==> src/rtl/icache_ro.sv <==
// rtl/icache_ro.sv - read-only direct-mapped instruction cache, 8 lines x 4 words
//
// Ports:
//   clk, rst                 clock, asynchronous active-high reset
//   proc_read                fetch request from the IF stage
//   proc_write, proc_wdata   accepted but ignored (read-only cache)
//   proc_addr[29:0]          word address (pc[31:2])
//   proc_rdata[31:0]         word selected by proc_addr from the indexed line
//   proc_stall               high while the requested word is unavailable
//   mem_read                 line refill request (high for the whole REFILL state)
//   mem_write, mem_wdata     tied 0
//   mem_addr[27:0]           line address latched at the miss
//   mem_rdata[127:0]         refill line, word 0 in bits [31:0]
//   mem_ready                single-cycle pulse, mem_rdata valid that cycle
//   hit_count, miss_count    statistics counters
//
// Build option ICACHE_STATS_EN: when defined, hit_count counts IDLE read hits
// and miss_count counts REFILL entries; when undefined both are constant 0.

module icache_ro (
    input  logic         clk,
    input  logic         rst,
    input  logic         proc_read,
    input  logic         proc_write,
    input  logic [29:0]  proc_addr,
    input  logic [31:0]  proc_wdata,
    output logic [31:0]  proc_rdata,
    output logic         proc_stall,
    output logic         mem_read,
    output logic         mem_write,
    output logic [27:0]  mem_addr,
    output logic [127:0] mem_wdata,
    input  logic [127:0] mem_rdata,
    input  logic         mem_ready,
    output logic [31:0]  hit_count,
    output logic [31:0]  miss_count
);

    typedef enum logic {IDLE, REFILL} state_t;

    state_t       state;
    logic [7:0]   valid;
    logic [27:0]  line_addr;
    logic [127:0] data_mem [8];
    logic [24:0]  tag_mem  [8];

    logic [1:0]   offset;
    logic [2:0]   index;
    logic [24:0]  tag;
    logic [127:0] line_word;
    logic         hit;
    logic         refill_done;

    assign offset = proc_addr[1:0];
    assign index  = proc_addr[4:2];
    assign tag    = proc_addr[29:5];

    assign hit         = valid[index] && (tag_mem[index] == tag);
    assign refill_done = (state == REFILL) && mem_ready;

    // The indexed word is always presented, even when no fetch is requested.
    assign line_word  = data_mem[index];
    assign proc_rdata = line_word[{offset, 5'b00000} +: 32];

    assign proc_stall = (state == REFILL) || (proc_read && !hit);
    assign mem_read   = (state == REFILL);
    assign mem_addr   = line_addr;
    assign mem_write  = 1'b0;
    assign mem_wdata  = '0;

    // Write port is part of the common cache interface but has no effect here.
    logic unused_write;
    assign unused_write = ^{proc_write, proc_wdata};

    always_ff @(posedge clk or posedge rst) begin
        if (rst) begin
            state     <= IDLE;
            valid     <= '0;
            line_addr <= '0;
        end else begin
            case (state)
                IDLE: begin
                    if (proc_read && !hit) begin
                        line_addr <= proc_addr[29:2];
                        state     <= REFILL;
                    end
                end
                REFILL: begin
                    if (mem_ready) begin
                        valid[line_addr[2:0]] <= 1'b1;
                        state                 <= IDLE;
                    end
                end
                default: state <= IDLE;
            endcase
        end
    end

    // Data and tags carry no reset; the valid bits alone qualify them.
    always_ff @(posedge clk) begin
        if (refill_done) begin
            data_mem[line_addr[2:0]] <= mem_rdata;
            tag_mem[line_addr[2:0]]  <= line_addr[27:3];
        end
    end

`ifdef ICACHE_STATS_EN
    logic [31:0] hit_cnt;
    logic [31:0] miss_cnt;

    always_ff @(posedge clk or posedge rst) begin
        if (rst) begin
            hit_cnt  <= '0;
            miss_cnt <= '0;
        end else if (state == IDLE && proc_read) begin
            if (hit) hit_cnt  <= hit_cnt + 32'd1;
            else     miss_cnt <= miss_cnt + 32'd1;
        end
    end

    assign hit_count  = hit_cnt;
    assign miss_count = miss_cnt;
`else
    assign hit_count  = '0;
    assign miss_count = '0;
`endif

endmodule

==> config.mk <==
export PLATFORM = sky130hd
export DESIGN_NAME = icache_ro
export DESIGN_NICKNAME = d
export VERILOG_FILES = /design/src/rtl/icache_ro.sv
export SDC_FILE = /design/constraint.sdc
export NUM_CORES = 1
export LEC_CHECK = 0
export ABC_AREA = 1
export BUFFER_PORTS_ARGS = -buffer_cell sky130_fd_sc_hd__buf_4
export CAP_MARGIN = 20
export CORE_MARGIN = 2
export CORE_UTILIZATION = 40
export DETAILED_ROUTE_END_ITERATION = 10
export GPL_ROUTABILITY_DRIVEN = 0
export PLACE_DENSITY = 0.68
export SYNTH_ARGS = -nofsm -noshare
export SYNTH_HDL_FRONTEND = slang
export SYNTH_SLANG_ARGS = --single-unit
==> constraint.sdc <==
create_clock -name clk -period 8.3 [get_ports clk]
set_input_delay 2.075 -clock clk [delete_from_list [all_inputs] [get_ports clk]]
set_output_delay 2.075 -clock clk [all_outputs]
set_load 0.02 [all_outputs]
==> results of run 1 <==
[worst max path at each step]
stage                       from              to  depth (start not counted)
floorplan              mem_ready        valid[1]                          3
global placement    proc_addr[2]  proc_rdata[16]                         10
detailed placement  proc_addr[2]  proc_rdata[13]                          9
CTS                 proc_addr[2]   proc_rdata[0]                         10
global route        proc_addr[2]      proc_stall                         17
finish              proc_addr[2]   proc_rdata[6]                         10
[per-layer routing]
metal  vias up  global-route usage  routed length [um]
met5         -                   0                 299
met4        46             0.07051                3736
met3       254             0.06248               13910
met2      1580              0.3042               60210
met1     15900              0.2609               52700
li1      14560                   -                   -
[final cells by class]
class	instances	area, um^2	share of cell area
inverters	114	450.4	0.007765
multi-input cells	2337	11240	0.1937
diodes	10	25.02	0.0004314
well taps	1662	2079	0.03585
clock inverters	63	570.5	0.009836
clock buffers	169	3536	0.06096
repair buffers	284	2426	0.04183
flip-flops and latches	1261	37680	0.6496
[stage by stage]
step,hold slack [ns],setup slack (ns)
2_1_floorplan,0.4240,-1.060
3_5_place_dp,0.4426,1.411
5_1_grt,0.4803,1.184
6_report,0.4616,1.316
4_1_cts,0.4553,1.374
3_3_place_gp,0.4373,1.404
[power by group through the flow]
stage | Combinational (mW) | Sequential [mW] | Clock (mW)
2_1_floorplan | 0.706 | 7.58 | 0
3_3_place_gp | 1.15 | 7.53 | 0
3_5_place_dp | 1.17 | 7.54 | 0
4_1_cts | 1.18 | 7.41 | 5.72
5_1_grt | 1.28 | 7.43 | 5.96
6_report | 1.18 | 7.41 | 5.64
[cells by family after synthesis]
logic type / after synthesis / synth area share
AOI/OAI and AO/OA: 918 / 0.1074
other: 1 / 0.00007330
and+or+nand+nor: 1226 / 0.09685
DFF: 1261 / 0.7366
buffers and inverters: 577 / 0.05904
[worst min-delay path: cells and delay by family (launching register included)]
family / cells / cell delay [ns]
DFF: 1 / 0.32
AOI/OAI and AO/OA: 1 / 0.06
buffers and inverters: 1 / 0.04
[sequential cells by signal, summed over array words and instances, names as in the netlist]
signal    cells
data_mem   1024
tag_mem     200
mem_addr     28
valid         8
mem_read      1
[layout by cell type (no fill, tap or decap)]
cell type,netlist,layout
inv_4,0,1
nor2_1,690,682
a31oi_1,32,32
o221ai_1,182,182
clkinv_16,0,1
buf_6,4,1
bufinv_16,0,7
buf_4,201,259
o21ai_1,22,22
clkbuf_8,0,3
nor2_4,0,8
clkbuf_16,0,135
nand3b_1,16,16
clkinvlp_4,0,2
inv_16,0,2
clkinv_4,0,1
buf_12,0,22
clkinv_2,0,13
clkbuf_1,186,31
nand2_1,318,318
clkinv_8,0,3
inv_6,0,6
diode_2,0,10
o21ai_0,580,580
edfxtp_1,1224,1224
inv_8,0,2
a21oi_1,5,5
clkinv_1,0,29
a32oi_1,23,23
or2_2,4,4
buf_8,0,2
nand4_1,28,28
nand3_1,170,170
inv_2,4,1
o22ai_1,74,74
conb_1,1,193
inv_1,110,109
dfrtp_1,37,37
==> results.toml, run 1 <==
[place]
dp_cells = 5658
post_dp_cell_area_um2 = 53870
hpwlAfterDp_um = 68440
io_buffers = 223

[pwr]
pwr-share-seq = 0.521
switching_share = 0.2374
power_leakage_nw = 19.89
p_clk_frac = 0.396
intPower_mw = 10.85
netSwitchingPower_mw = 3.378
ir_drop_v = 0.0001357
total_power_mw = 14.23
p_comb_frac = 0.083
powerDensity_nw_per_um2 = 245.3

[critical_path]
crit_buf_inv = 4
crit_slowest_cell = "a32oi_1"
crit_arrival_ns = 4.91
max_stage_delay_ns = 0.58
worstSetupPathType = "primary input to output pin"
start_kind = "primary input"
cp_top_family = "buffers and inverters"
r2r-start = "mem_read"
path_cells = "buf_8 > inv_8 > buf_12 > o21ai_0 > o22ai_1 > nor2_1 > nor2_1 > o21ai_0 > a32oi_1 > buf_4"
cp_max_fo = 104
cp-end-kind = "output pin"
timing.critical_path.required_ns = 6.23
timing.rr.end = "data_mem[1][23]"
r2r_cells = 4
r2r_slack_ns = 5.57

[floorplanning]
start_util = 0.4022
dieArea_um2 = 130800
die_h_um = 361.6
fp.dieW_um = 361.6
core-area_um2 = 127200
std_cell_rows = 131
pin_count = 450

[logic_synthesis]
synth_edf_count = 1224
synth_cells = 3983
synth-seq-area-share = 0.7366
syn-cell-area_um2 = 51160
ys_types = 23
synth-seq-cells = 1261
synth.area.top_cells = "edfxtp_1 72%, o21ai_0 5.7%, nor2_1 5.1%"
synthArstFlopShare = 0.02934
synth_most_common_cell = "edfxtp_1"
synth_warnings = 0
avgSynthCellArea_um2 = 12.84
yosysTopAreaCellShare = 0.7185
synth_ff_type = "edfxtp_1"
synth_top_area_cell = "edfxtp_1"
synth_common_cells = "1224 x edfxtp_1, 690 x nor2_1, 580 x o21ai_0"

[min_path]
hp-class = "flip-flop to flip-flop"
holdPathEnd = "valid[2]"
hold_depth = 2
worstHoldStart = "valid[2]"

[routing]
wl_per_cell_um = 22.18
drc_errors = 0
avgViaCountPerCell = 5.480
vias = 32330
drt_pass1_iterations = 7
wl_um = 130900
detail-route-antenna-nets = 0
drt_iter0_drc = 3409

[clock_tree]
cts_resized = 0
worstSkewPairLatency_ns = 0.76
clock_path_buffers = 3
cts-buffers-inserted = 131
cts_tree = "yes"
cts_sinks = 1261
h-tree-depth = 4
ctsHoldBuffers = 0
path_clk_slew_ns = 0.06
cts_root_buf = "clkbuf_16"
postCtsSetupRepairBufs = 0

[sta]
worstMarginPinSlew_ns = 1.164
finalMaxSlewViolations = 0
min_period_ns = 6.984
slew_headroom = 0.2155
finalSetupViolCount = 0
finalCritPeriodShare = 0.8415
clock_skew_ns = 0.03151
rsz0062_at_grt = "false"
fin_tns_setup_ns = 0
finalHoldViolCount = 0
fmax_mhz = 143.2

[grt]
grt_usage = 0.1966
grt-ovfl-total = 0
grt_pass1_vias = 30070
antenna_found_initial = 36
grt_max_degree = 145
grt_pass1_wl_um = 192800

[final_layout]
area_growth_pct = 13.39
final_area_um2 = 58000
drive_above_1_share = 0.1119
final_cells = 5900
fin_util = 0.4560
fin_nets = 4324
fillers = 11030

[flow_run]
drv_cap = 0

[outcome]
status = "completed"
Power figures use the tool's default switching activity.
==> inputs of run 2 (changes only) <==
--- a/config.mk
+++ b/config.mk
@@ -5,14 +5,14 @@
 export SDC_FILE = /design/constraint.sdc
 export NUM_CORES = 1
 export LEC_CHECK = 0
-export ABC_AREA = 1
+export ABC_AREA = 0
 export BUFFER_PORTS_ARGS = -buffer_cell sky130_fd_sc_hd__buf_4
 export CAP_MARGIN = 20
 export CORE_MARGIN = 2
 export CORE_UTILIZATION = 40
 export DETAILED_ROUTE_END_ITERATION = 10
 export GPL_ROUTABILITY_DRIVEN = 0
-export PLACE_DENSITY = 0.68
+export PLACE_DENSITY = 0.66
 export SYNTH_ARGS = -nofsm -noshare
 export SYNTH_HDL_FRONTEND = slang
 export SYNTH_SLANG_ARGS = --single-unit
==> constraint.sdc (replaced) <==
create_clock -name clk -period 7 [get_ports clk]
set_input_delay 1.75 -clock clk [delete_from_list [all_inputs] [get_ports clk]]
set_output_delay 1.75 -clock clk [all_outputs]
set_load 0.02 [all_outputs]
==> run 2 against run 1 <==
  * First-iteration DRC count down 50%
  * Cell area is 1.4% lower
  * Critical endpoint is now proc_stall
  * Register-to-register slack lost 2.0 ns
  * Non-clock buffer count down 13
==> results.toml, run 2 <==
[routing]
wl_um = 106500
drt_iter0_drc = 1699
detail-route-antenna-nets = 0
drt_pass1_iterations = 6
avgViaCountPerCell = 5.222
vias = 21890
wl_per_cell_um = 25.41
drc_errors = 0

[logic_synthesis]
synth.area.top_cells = "edfxtp_1 74%, mux4_2 16%, buf_4 3.0%"
yosysTopAreaCellShare = 0.7411
synth-seq-area-share = 0.7597
synthArstFlopShare = 0.02934
ys_types = 46
synth_top_area_cell = "edfxtp_1"
synth_ff_type = "edfxtp_1"
avgSynthCellArea_um2 = 23.16
synth_common_cells = "1224 x edfxtp_1, 344 x mux4_2, 198 x buf_4"
synth_cells = 2142
syn-cell-area_um2 = 49600
synth-seq-cells = 1261
synth_warnings = 0
synth_edf_count = 1224
synth_most_common_cell = "edfxtp_1"

[floorplanning]
fp.dieW_um = 356.1
std_cell_rows = 129
pin_count = 450
core-area_um2 = 123300
dieArea_um2 = 126800
start_util = 0.4022
die_h_um = 356.1

[grt]
grt_pass1_vias = 23010
grt_pass1_wl_um = 154200
grt_usage = 0.1683
antenna_found_initial = 20
grt_max_degree = 125
grt-ovfl-total = 0

[final_layout]
drive_above_1_share = 0.3489
fin_nets = 2647
multiInputGateArea_um2 = 10700
area_growth_pct = 15.35
fin_util = 0.4640
seq_area_um2 = 37680
final_area_um2 = 57210
fillers = 10040
final_common_cell = "edfxtp_1"
final_cell_mix = "1224 x edfxtp_1, 344 x mux4_2, 248 x buf_4"
largest_reg_flops = 1024

[critical_path]
crit_slowest_cell = "nor2b_1"
timing.rr.end = "mem_addr[27]"
cp_max_fo = 39
path_cells = "buf_8 > buf_12 > nor2b_1 > a22oi_1 > a21o_1 > a21oi_1 > and4_1 > nand4_1 > nand2_1 > nand2_1 > buf_4"
start_kind = "primary input"
crit_arrival_ns = 4.54
timing.critical_path.required_ns = 5.25
cp-endpoint = "proc_stall"
worstSetupPathType = "primary input to output pin"
crit_path_start = "proc_addr[2]"
r2r-start = "tag_mem[5][20]"
cp-end-kind = "output pin"
r2r_cells = 9
crit_path_frequent_cell = "nand2_1"
max_stage_delay_ns = 0.47
r2r_slack_ns = 3.58

[sta]
rsz0062_at_grt = "false"
clock_skew_ns = 0.03312
fin_tns_setup_ns = 0
min_period_ns = 6.292
finalHoldViolCount = 0
finalCritPeriodShare = 0.8989
finalMaxSlewViolations = 0
slew_headroom = 0.3004
fmax_mhz = 158.9
finalSetupViolCount = 0
worstMarginPinSlew_ns = 1.047

[clock_tree]
h-tree-depth = 4
cts_root_buf = "clkbuf_16"
worstSkewPairLatency_ns = 0.73
cts_sinks = 1261
cts_resized = 0
cts-buffers-inserted = 134
cts_tree = "yes"
path_clk_slew_ns = 0.06
ctsHoldBuffers = 0
clock_path_buffers = 3
postCtsSetupRepairBufs = 0

[outcome]
status = "completed"

[pwr]
powerDensity_nw_per_um2 = 303.2
power_leakage_nw = 18.82
ir_drop_v = 0.0002233
total_power_mw = 17.34

[place]
io_buffers = 223
hpwlAfterDp_um = 59040
post_dp_cell_area_um2 = 52750

[flow_run]
drv_cap = 0

[min_path]
hp-class = "flip-flop to flip-flop"
[run 2: cell count changes in the layout (fill, tap and decap cells not counted), moves of 32 or more]
cell and delta:
mux2_2 +52, o22ai_1 -73, a31oi_1 -32, nand3_1 -163, inv_1 -107, o21ai_0 -578, nand2_1 -312, mux4_2 +344
o221ai_1 -182, nor2_1 -681, mux2i_1 +64
[run 2: stage by stage]
stage,worst slack [ns],cells,hold slack [ns]
after floorplan,-2.073,2334,0.4337
after global placement,0.7096,3953,0.4463
after detailed placement,0.6793,3953,0.4566
after CTS,0.6787,4191,0.4701
after global routing,0.5874,4192,0.4894
final,0.7075,4192,0.4653
[run 2: layout make-up]
cell class                 instances  area share
sequential                      1261      0.6586
multi-input combinational        781      0.1870
clock buffer                     167     0.06112
timing repair buffer             271     0.04030
tap                             1637     0.03580
clock inverter                    71     0.01693
inverter                           3   0.0001968
antenna                            1  0.00004374
[run 2: worst min path at each step]
stage	start	endpoint	slack, ns	cells after the start
floorplan	valid[1]	valid[1]	0.43	1
global placement	valid[4]	valid[4]	0.45	1
detailed placement	valid[5]	valid[5]	0.46	1
CTS	valid[5]	valid[5]	0.47	1
global route	valid[2]	valid[2]	0.49	1
finish	valid[5]	valid[5]	0.47	1
[run 2: per-layer routing]
metal	share of wire	vias to the layer above	GRT usage
met5	0.0023	-	0
met4	0.030	36	0.05814
met3	0.069	190	0.04645
met2	0.50	741	0.2812
met1	0.40	11680	0.2121
li1	-	9243	-
[run 2: worst max-delay path: cells and delay by family]
kind            cells  cell delay, ns
simple gates        5            1.25
buf+inv             3            0.76
compound gates      3            0.67
[run 2: report_power, final]
part / switching (mW) / leakage (nW) / total (mW) / internal [mW]
clock network: 2.87 / 2.17 / 7.12 / 4.25
registers: 0.151 / 11.5 / 8.84 / 8.69
logic: 0.815 / 5.18 / 1.38 / 0.565
[run 2: kinds of logic after synthesis]
| family | count (synthesis) | share of synthesized area |
|---|---|---|
| xor gates and xnor gates | 14 | 0.002472 |
| other | 1 | 0.00007561 |
| and+or+nand+nor | 54 | 0.006281 |
| DFF | 1261 | 0.7597 |
| AOI/OAI and AO/OA | 50 | 0.007114 |
| buffers and inverters | 292 | 0.04046 |
| muxes | 470 | 0.1839 |
